File: src/rtl/wb_stage.sv
// Write-back stage: MEM/WB pipeline register, load extraction/extension and
// register-file write port back into decode, plus HALT detection and retire stats.
module wb_stage #(
  parameter int NB_DATA  = 32,
  parameter int NB_REG   = 5,
  parameter int NB_PC    = 32,
  parameter int NB_COUNT = 32
) (
  input  logic                i_WB_clock,
  input  logic                i_WB_reset,
  input  logic                i_WB_enable,
  input  logic                i_WB_flush,
  input  logic                i_WB_valid,
  input  logic                i_WB_reg_write,
  input  logic                i_WB_mem_to_reg,
  input  logic [NB_DATA-1:0]  i_WB_alu_result,
  input  logic [NB_DATA-1:0]  i_WB_mem_data,
  input  logic [2:0]          i_WB_load_type,
  input  logic [1:0]          i_WB_byte_offset,
  input  logic [NB_REG-1:0]   i_WB_write_reg,
  input  logic [NB_PC-1:0]    i_WB_pc,
  input  logic                i_WB_halt,
  output logic [NB_DATA-1:0]  o_WB_write_data,
  output logic [NB_REG-1:0]   o_WB_write_reg,
  output logic                o_WB_reg_write,
  output logic                o_WB_halted,
  output logic [NB_COUNT-1:0] o_WB_retired_count,
  output logic [NB_PC-1:0]    o_WB_last_pc
);

  typedef enum logic {
    RUN    = 1'b0,
    HALTED = 1'b1
  } state_t;

  state_t state, state_next;

  logic               valid_q;
  logic               reg_write_q;
  logic               mem_to_reg_q;
  logic [NB_DATA-1:0] alu_q;
  logic [NB_DATA-1:0] mem_q;
  logic [2:0]         load_type_q;
  logic [1:0]         offset_q;
  logic [NB_REG-1:0]  write_reg_q;
  logic [NB_COUNT-1:0] count_q;
  logic [NB_PC-1:0]   last_pc_q;

  logic advance;
  logic take;
  logic take_halt;

  // A slot is only accepted while running and not stalled; flush turns it into a bubble.
  assign advance   = i_WB_enable && (state == RUN);
  assign take      = advance && !i_WB_flush && i_WB_valid;
  assign take_halt = take && i_WB_halt;

  always_comb begin
    state_next = state;
    if (state == RUN && take_halt) state_next = HALTED;
  end

  always_ff @(posedge i_WB_clock or negedge i_WB_reset) begin
    if (!i_WB_reset) begin
      state <= RUN;
    end else begin
      state <= state_next;
    end
  end

  always_ff @(posedge i_WB_clock or negedge i_WB_reset) begin
    if (!i_WB_reset) begin
      valid_q      <= 1'b0;
      reg_write_q  <= 1'b0;
      mem_to_reg_q <= 1'b0;
      alu_q        <= '0;
      mem_q        <= '0;
      load_type_q  <= '0;
      offset_q     <= '0;
      write_reg_q  <= '0;
    end else if (advance) begin
      if (i_WB_flush) begin
        valid_q      <= 1'b0;
        reg_write_q  <= 1'b0;
        mem_to_reg_q <= 1'b0;
        alu_q        <= '0;
        mem_q        <= '0;
        load_type_q  <= '0;
        offset_q     <= '0;
        write_reg_q  <= '0;
      end else begin
        // A HALT occupies the slot but must never write the register file.
        valid_q      <= i_WB_valid && !i_WB_halt;
        reg_write_q  <= i_WB_reg_write;
        mem_to_reg_q <= i_WB_mem_to_reg;
        alu_q        <= i_WB_alu_result;
        mem_q        <= i_WB_mem_data;
        load_type_q  <= i_WB_load_type;
        offset_q     <= i_WB_byte_offset;
        write_reg_q  <= i_WB_write_reg;
      end
    end
  end

  always_ff @(posedge i_WB_clock or negedge i_WB_reset) begin
    if (!i_WB_reset) begin
      count_q   <= '0;
      last_pc_q <= '0;
    end else if (take) begin
      last_pc_q <= i_WB_pc;
      if (!i_WB_halt && count_q != {NB_COUNT{1'b1}}) count_q <= count_q + NB_COUNT'(1);
    end
  end

  logic [7:0]         byte_sel;
  logic [15:0]        half_sel;
  logic [NB_DATA-1:0] load_data;

  // Little-endian lane select; halfword ignores offset bit 0.
  always_comb begin
    byte_sel  = mem_q[7:0];
    half_sel  = offset_q[1] ? mem_q[31:16] : mem_q[15:0];
    load_data = mem_q;
    case (offset_q)
      2'd0: byte_sel = mem_q[7:0];
      2'd1: byte_sel = mem_q[15:8];
      2'd2: byte_sel = mem_q[23:16];
      2'd3: byte_sel = mem_q[31:24];
      default: byte_sel = mem_q[7:0];
    endcase
    case (load_type_q)
      3'b000: load_data = {{(NB_DATA-8){byte_sel[7]}}, byte_sel};
      3'b001: load_data = {{(NB_DATA-16){half_sel[15]}}, half_sel};
      3'b100: load_data = {{(NB_DATA-8){1'b0}}, byte_sel};
      3'b101: load_data = {{(NB_DATA-16){1'b0}}, half_sel};
      default: load_data = mem_q;
    endcase
  end

  assign o_WB_write_data    = mem_to_reg_q ? load_data : alu_q;
  assign o_WB_write_reg     = write_reg_q;
  assign o_WB_reg_write     = valid_q && reg_write_q && (write_reg_q != '0) &&
                              i_WB_enable && (state == RUN);
  assign o_WB_halted        = (state == HALTED);
  assign o_WB_retired_count = count_q;
  assign o_WB_last_pc       = last_pc_q;

endmodule

File: config.mk
export PLATFORM = sky130hd
export DESIGN_NAME = wb_stage
export DESIGN_NICKNAME = d
export VERILOG_FILES = /design/src/rtl/wb_stage.sv
export SDC_FILE = /design/constraint.sdc
export NUM_CORES = 1
export LEC_CHECK = 0
export CELL_PAD_IN_SITES_DETAIL_PLACEMENT = 0
export CELL_PAD_IN_SITES_GLOBAL_PLACEMENT = 1
export CORE_MARGIN = 4
export CORE_UTILIZATION = 35
export CTS_CLUSTER_DIAMETER = 30
export CTS_CLUSTER_SIZE = 8
export DETAILED_ROUTE_END_ITERATION = 16
export PLACE_DENSITY = 0.83
export SYNTH_ARGS = -nofsm -noshare
export SYNTH_HDL_FRONTEND = slang
export SYNTH_SLANG_ARGS = --single-unit
File: constraint.sdc
create_clock -name i_WB_clock -period 2.7 [get_ports i_WB_clock]
set_input_delay 0.54 -clock i_WB_clock [delete_from_list [all_inputs] [get_ports i_WB_clock]]
set_output_delay 0.54 -clock i_WB_clock [all_outputs]
set_load 0.1 [all_outputs]
# After elaboration in Yosys (flattened, before gate mapping)
# Index checks and enable logic that the tools add are counted.
# word_totals
register_bits,142
mem_count,0
ramBits,0
output_inout_bits,103
wordCells,49
rom_bits,0
latch_bits,0
# classes
muxes,12
n_div,0
magnitude_cmp,0
n_bitwise,1
n_addsub,1
n_reduce_logical,17
multipliers,0
shifts,0
eq_ne,7
# ops
cell,n
32-bit one-hot mux with 4 select lines,1
32-bit 2-to-1 mux,3
"32-bit by 1-bit adder with 32-bit output, second input constant",1
"32-bit inequality test, second input constant",1
8-bit one-hot mux with 4 select lines,1
16-bit 2-to-1 mux,1
1-bit logical AND,11
"3-bit equality test, second input constant",2
5-bit 2-to-1 mux,1
5-bit nonzero test,1
"2-bit equality test, second input constant",2
"3-bit by 1-bit equality test with 1-bit output, second input constant",1
3-bit logical NOT,1
1-bit 2-to-1 mux,3
3-bit 2-to-1 mux,1
"2-bit by 1-bit equality test with 1-bit output, second input constant",1
1-bit logical NOT,2
2-bit logical NOT,1
2-bit 2-to-1 mux,1
2-bit AND reduction,1
1-bit NOT,1

# Depth between registers and ports, before layout
# logic_depth
depth_word,6
mapped_depth,6

# Worst setup path after synthesis
# Ideal clock, no wire load.
# synth_timing
kind,register -> output
from,register state (netlist: o_WB_halted)
to,output o_WB_reg_write
path_stages_with_launch,5
arrival_time_ns,3.679
path_slack_ns,-1.519
path_buffers,2
required_ns,2.160
path_cell_list,dfrtp_1 nand2b_1 clkbuf_1 clkbuf_1 a211oi_1
# synth_between
elab_chain_len,2
# synth_lines
element,line,source
"start, declared",36,"state_t state, state_next;"
"start signal, assigned",67,state <= state_next;
1-bit NOT,143,i_WB_enable && (state == RUN);
1-bit logical AND,143,
"end, declared",25,"output logic o_WB_reg_write,"
# No other way between the ends.

# Final worst setup path
# layout_timing
from,register offset_q[1]
to,output o_WB_write_data[27]
# layout_between
elab_chain_len,4
word_cells_on_any_way,8
classes_between,3 x eq/ne; 4 x mux; 1 x reduce/logical
# layout_lines
element,line,source
"start, declared",44,logic [1:0] offset_q;
"start signal, assigned",99,offset_q <= i_WB_byte_offset;
"2-bit equality test, or another cell as far along",124,case (offset_q)
8-bit one-hot mux with 4 select lines,124,
32-bit one-hot mux with 4 select lines *,131,case (load_type_q)
32-bit 2-to-1 mux *,140,assign o_WB_write_data = mem_to_reg_q ? load_data : alu_q;
"end, declared",23,"output logic [NB_DATA-1:0] o_WB_write_data,"
# Mark *: on every way between the ends. The rest lies on a longest branch, timed or not.

==> results_dict.tcl <==
set metrics [dict create \
    clk_latency_ns 0.41 \
    max_stage_delay_ns 0.55 \
    area_growth_pct 49.14 \
    syn_avg_cell_area_um2 10.07 \
    finalCritPeriodShare_pct 101.4 \
    status "finished with violations" \
    placed_cell_area_um2 9542 \
    worstSetupPathType "flop to output pin" \
    ctsHoldBuffers 0 \
    post_drt_via_cell_ratio 4.860 \
    synth_edf_count 0 \
    rows 51 \
    cts.htree.levels 4 \
    yosys_register_bits 142 \
    yosysSeqAreaShare_pct 51.65 \
    syn_inst 683 \
    grt.overflow.total 0 \
    async_flop_share_pct 100.0 \
    worstSetupEndpointType "output pin" \
    core_area_um2 19400 \
    max_slew_margin_pct 60.70 \
    cts_tree "built" \
    dr.first_iter.drc_count 276 \
    peakVddDrop_v 0.0008464 \
    synthTopCellsByArea "dfrtp_1 (52%), nand2b_1 (7.3%), mux2_2 (6.5%)" \
    setup_ws_ns -0.03655 \
    clock-sinks 142 \
    crit_top_cell "buf_12" \
    critical_path_arrival_ns 2.20 \
    setup_viol 14 \
    synth_flop_cell "dfrtp_1" \
    design_area_um2 10260 \
    drc 0 \
    nets 1012 \
    grt_pass1_vias 5771 \
    rsz0062_at_grt "yes" \
    fmax_ghz 0.3654 \
    critPathLaunch "offset_q[1]$_DFFE_PN0P_" \
    antenna_left 0 \
    synth_nets 798 \
    yosysTopAreaCellShare_pct 51.65 \
    synth_top_area_cell "dfrtp_1" \
    gp_congestion 0.8322 \
    io_pins 217 \
    wire_per_inst_um 17.28 \
    powerDensity_nw_per_um2 1233 \
    ys_types 56 \
    portBuffers 216 \
    yosysWarningCount 0 \
    worst_slew_pin_slew_ns 0.5895 \
    path_buf_inv 2 \
    vias 5701 \
    cts_buffers 17 \
    dieWidth_um 148.2 \
    grtUsageTotal_pct 18.59 \
    crit_fanout 16 \
    holdWs_ns 0.03157 \
    syn-cell-area_um2 6880 \
    worstPathCellList "mux4_2 > nand2b_4 > a211oi_4 > buf_12 > a221o_2 > buf_12" \
    violations "setup timing" \
    fin_skew_ns 0.008978 \
    clk_pin_slew_ns 0.06 \
    dpl.hpwl_um 14840 \
    p_leak_uw 0.004467 \
    cap_violations 0 \
    maxSlewViolCount 0 \
    antenna_found_initial 1 \
    path_delay_family "multiplexers" \
    r2r-start "o_WB_retired_count[0]$_DFFE_PN0P_" \
    min_period_ns 2.737 \
    finalHoldViolations 0 \
    grt_first_pass_wirelength_um 32020 \
    slowest_stage "mux4_2" \
    routed_wl_um 20270 \
    hp-class "input port to async pin" \
    required_ns 2.16 \
    die_area_um2 21960 \
    drive_gt1_share_pct 26.46 \
    dieHeight_um 148.2 \
    grt_start_max_net_pins 154 \
    start_kind "flop" \
    drtPass1Iterations 4 \
    clockBufferDepth 2 \
    initial_core_util_pct 35.47 \
    clockRootBuffer "clkbuf_16" \
]
==> through the flow <==
step / std cells / worst slack (ns) / TNS (ns) / total power [uW] / util (%)
2_1_floorplan: 683 / -0.5475 / -3.992 / 8101 / -
3_3_place_gp: 1135 / 0.2017 / 0 / 10250 / 49.19
3_5_place_dp: 1135 / 0.1649 / 0 / 10320 / 49.19
4_1_cts: 1170 / -0.05144 / -0.5322 / 12680 / 52.47
5_1_grt: 1172 / -0.1028 / -1.231 / 13140 / 52.88
6_report: 1173 / -0.03655 / -0.3343 / 12650 / 52.90
==> layout make-up <==
cell class / count / area (um2)
fillers: 1761 / 9138
multi-input cells: 482 / 3227
flip-flops and latches: 142 / 3555
well taps: 265 / 331.6
clock inverters: 7 / 90.09
clock buffers: 22 / 464.2
inverters: 18 / 68.82
repair buffers: 236 / 2522
diodes: 1 / 2.502
==> timing repair <==
action	in CTS	in global routing
cloned	0	1
buffers inserted	6	2
setup endpoints to repair	31	31
pin swaps	6	4
gates resized for setup	10	16
==> path summary, 6_finish.rpt <==
check,to,slack [ns],cells after the start
setup / recovery,o_WB_write_data[27],-0.04,6
hold / removal,mem_q[21]$_DFFE_PN0P_,0.03,1
min in group i_WB_clock,valid_q$_DFFE_PN0P_,0.47,2
setup reg to reg,o_WB_retired_count[30]$_DFFE_PN0P_,0.79,6
hold reg to reg,valid_q$_DFFE_PN0P_,0.47,2
max in group asynchronous,o_WB_retired_count[28]$_DFFE_PN0P_,1.96,2
==> synthesized netlist by cell type (2+ instances only) <==
| library cell | instances |
|---|---|
| and3_4 | 2 |
| nand2_1 | 105 |
| nor4_4 | 2 |
| o221ai_1 | 7 |
| nand4_1 | 11 |
| inv_1 | 17 |
| a31oi_1 | 7 |
| nand2b_1 | 80 |
| a41oi_1 | 2 |
| a221o_1 | 13 |
| nand3_1 | 13 |
| mux2_2 | 40 |
| dfrtp_1 | 142 |
| a21oi_1 | 16 |
| o22ai_1 | 7 |
| clkbuf_1 | 32 |
| nand4_2 | 2 |
| nor4_1 | 3 |
| and3_1 | 7 |
| nor3_1 | 5 |
| o21ai_0 | 84 |
| xor2_1 | 6 |
| and4_1 | 2 |
| nor2_1 | 18 |
| xnor2_1 | 21 |
| buf_2 | 6 |
| a211o_1 | 4 |
==> metal layers <==
layer / vias up / global-route usage [%] / wire length, um
met2: 161 / 30.30 / 9978
met3: 12 / 5.881 / 1295
met5: - / 0 / 12
met1: 2733 / 24.35 / 8800
met4: 2 / 4.342 / 184
li1: 2793 / - / -
==> layout by cell type (no fill, tap or decap), types with 5 or more instances in the layout <==
cell type | netlist | routed
o22ai_1 | 7 | 7
a221o_1 | 13 | 6
nand3_1 | 13 | 13
nor3_1 | 5 | 5
a21oi_2 | 1 | 9
nor2_1 | 18 | 17
mux2_2 | 40 | 39
clkbuf_16 | 0 | 18
inv_1 | 17 | 17
o21ai_0 | 84 | 77
xor2_1 | 6 | 6
a21oi_1 | 16 | 8
nand4_1 | 11 | 11
dfrtp_1 | 142 | 141
nand2b_1 | 80 | 78
nand2_1 | 105 | 105
buf_4 | 1 | 84
clkdlybuf4s50_1 | 0 | 111
xnor2_1 | 21 | 21
a221o_2 | 0 | 7
buf_12 | 0 | 36
a31oi_1 | 7 | 6
and3_1 | 7 | 7
==> cells by family (layout without fill, tap and decap cells) <==
kind of cell	Yosys count	after routing	share of synthesized area, %
buffers and inverters	59	283	3.492
DFF	142	142	51.65
AOI/OAI and AO/OA	147	147	13.18
xor gates and xnor gates	27	27	3.437
and+or+nand+nor	264	264	20.88
adders and majority gates	1	1	0.1818
other	0	1	0
muxes	43	43	7.183
==> where the power goes <==
part / switching [uW] / leakage [uW] / internal [uW]
Sequential: 472 / 0.00183 / 2730
Clock: 863 / 0.000268 / 1390
Combinational: 5080 / 0.00237 / 2110
==> worst register-to-register path: cells and delay by family (launching register included) <==
| family | cells | cell delay [ns] |
|---|---|---|
| flops | 1 | 0.45 |
| simple gates | 4 | 0.91 |
| fa+ha+maj | 1 | 0.29 |
| xor+xnor | 1 | 0.14 |
(Power assumes the default switching activity.)
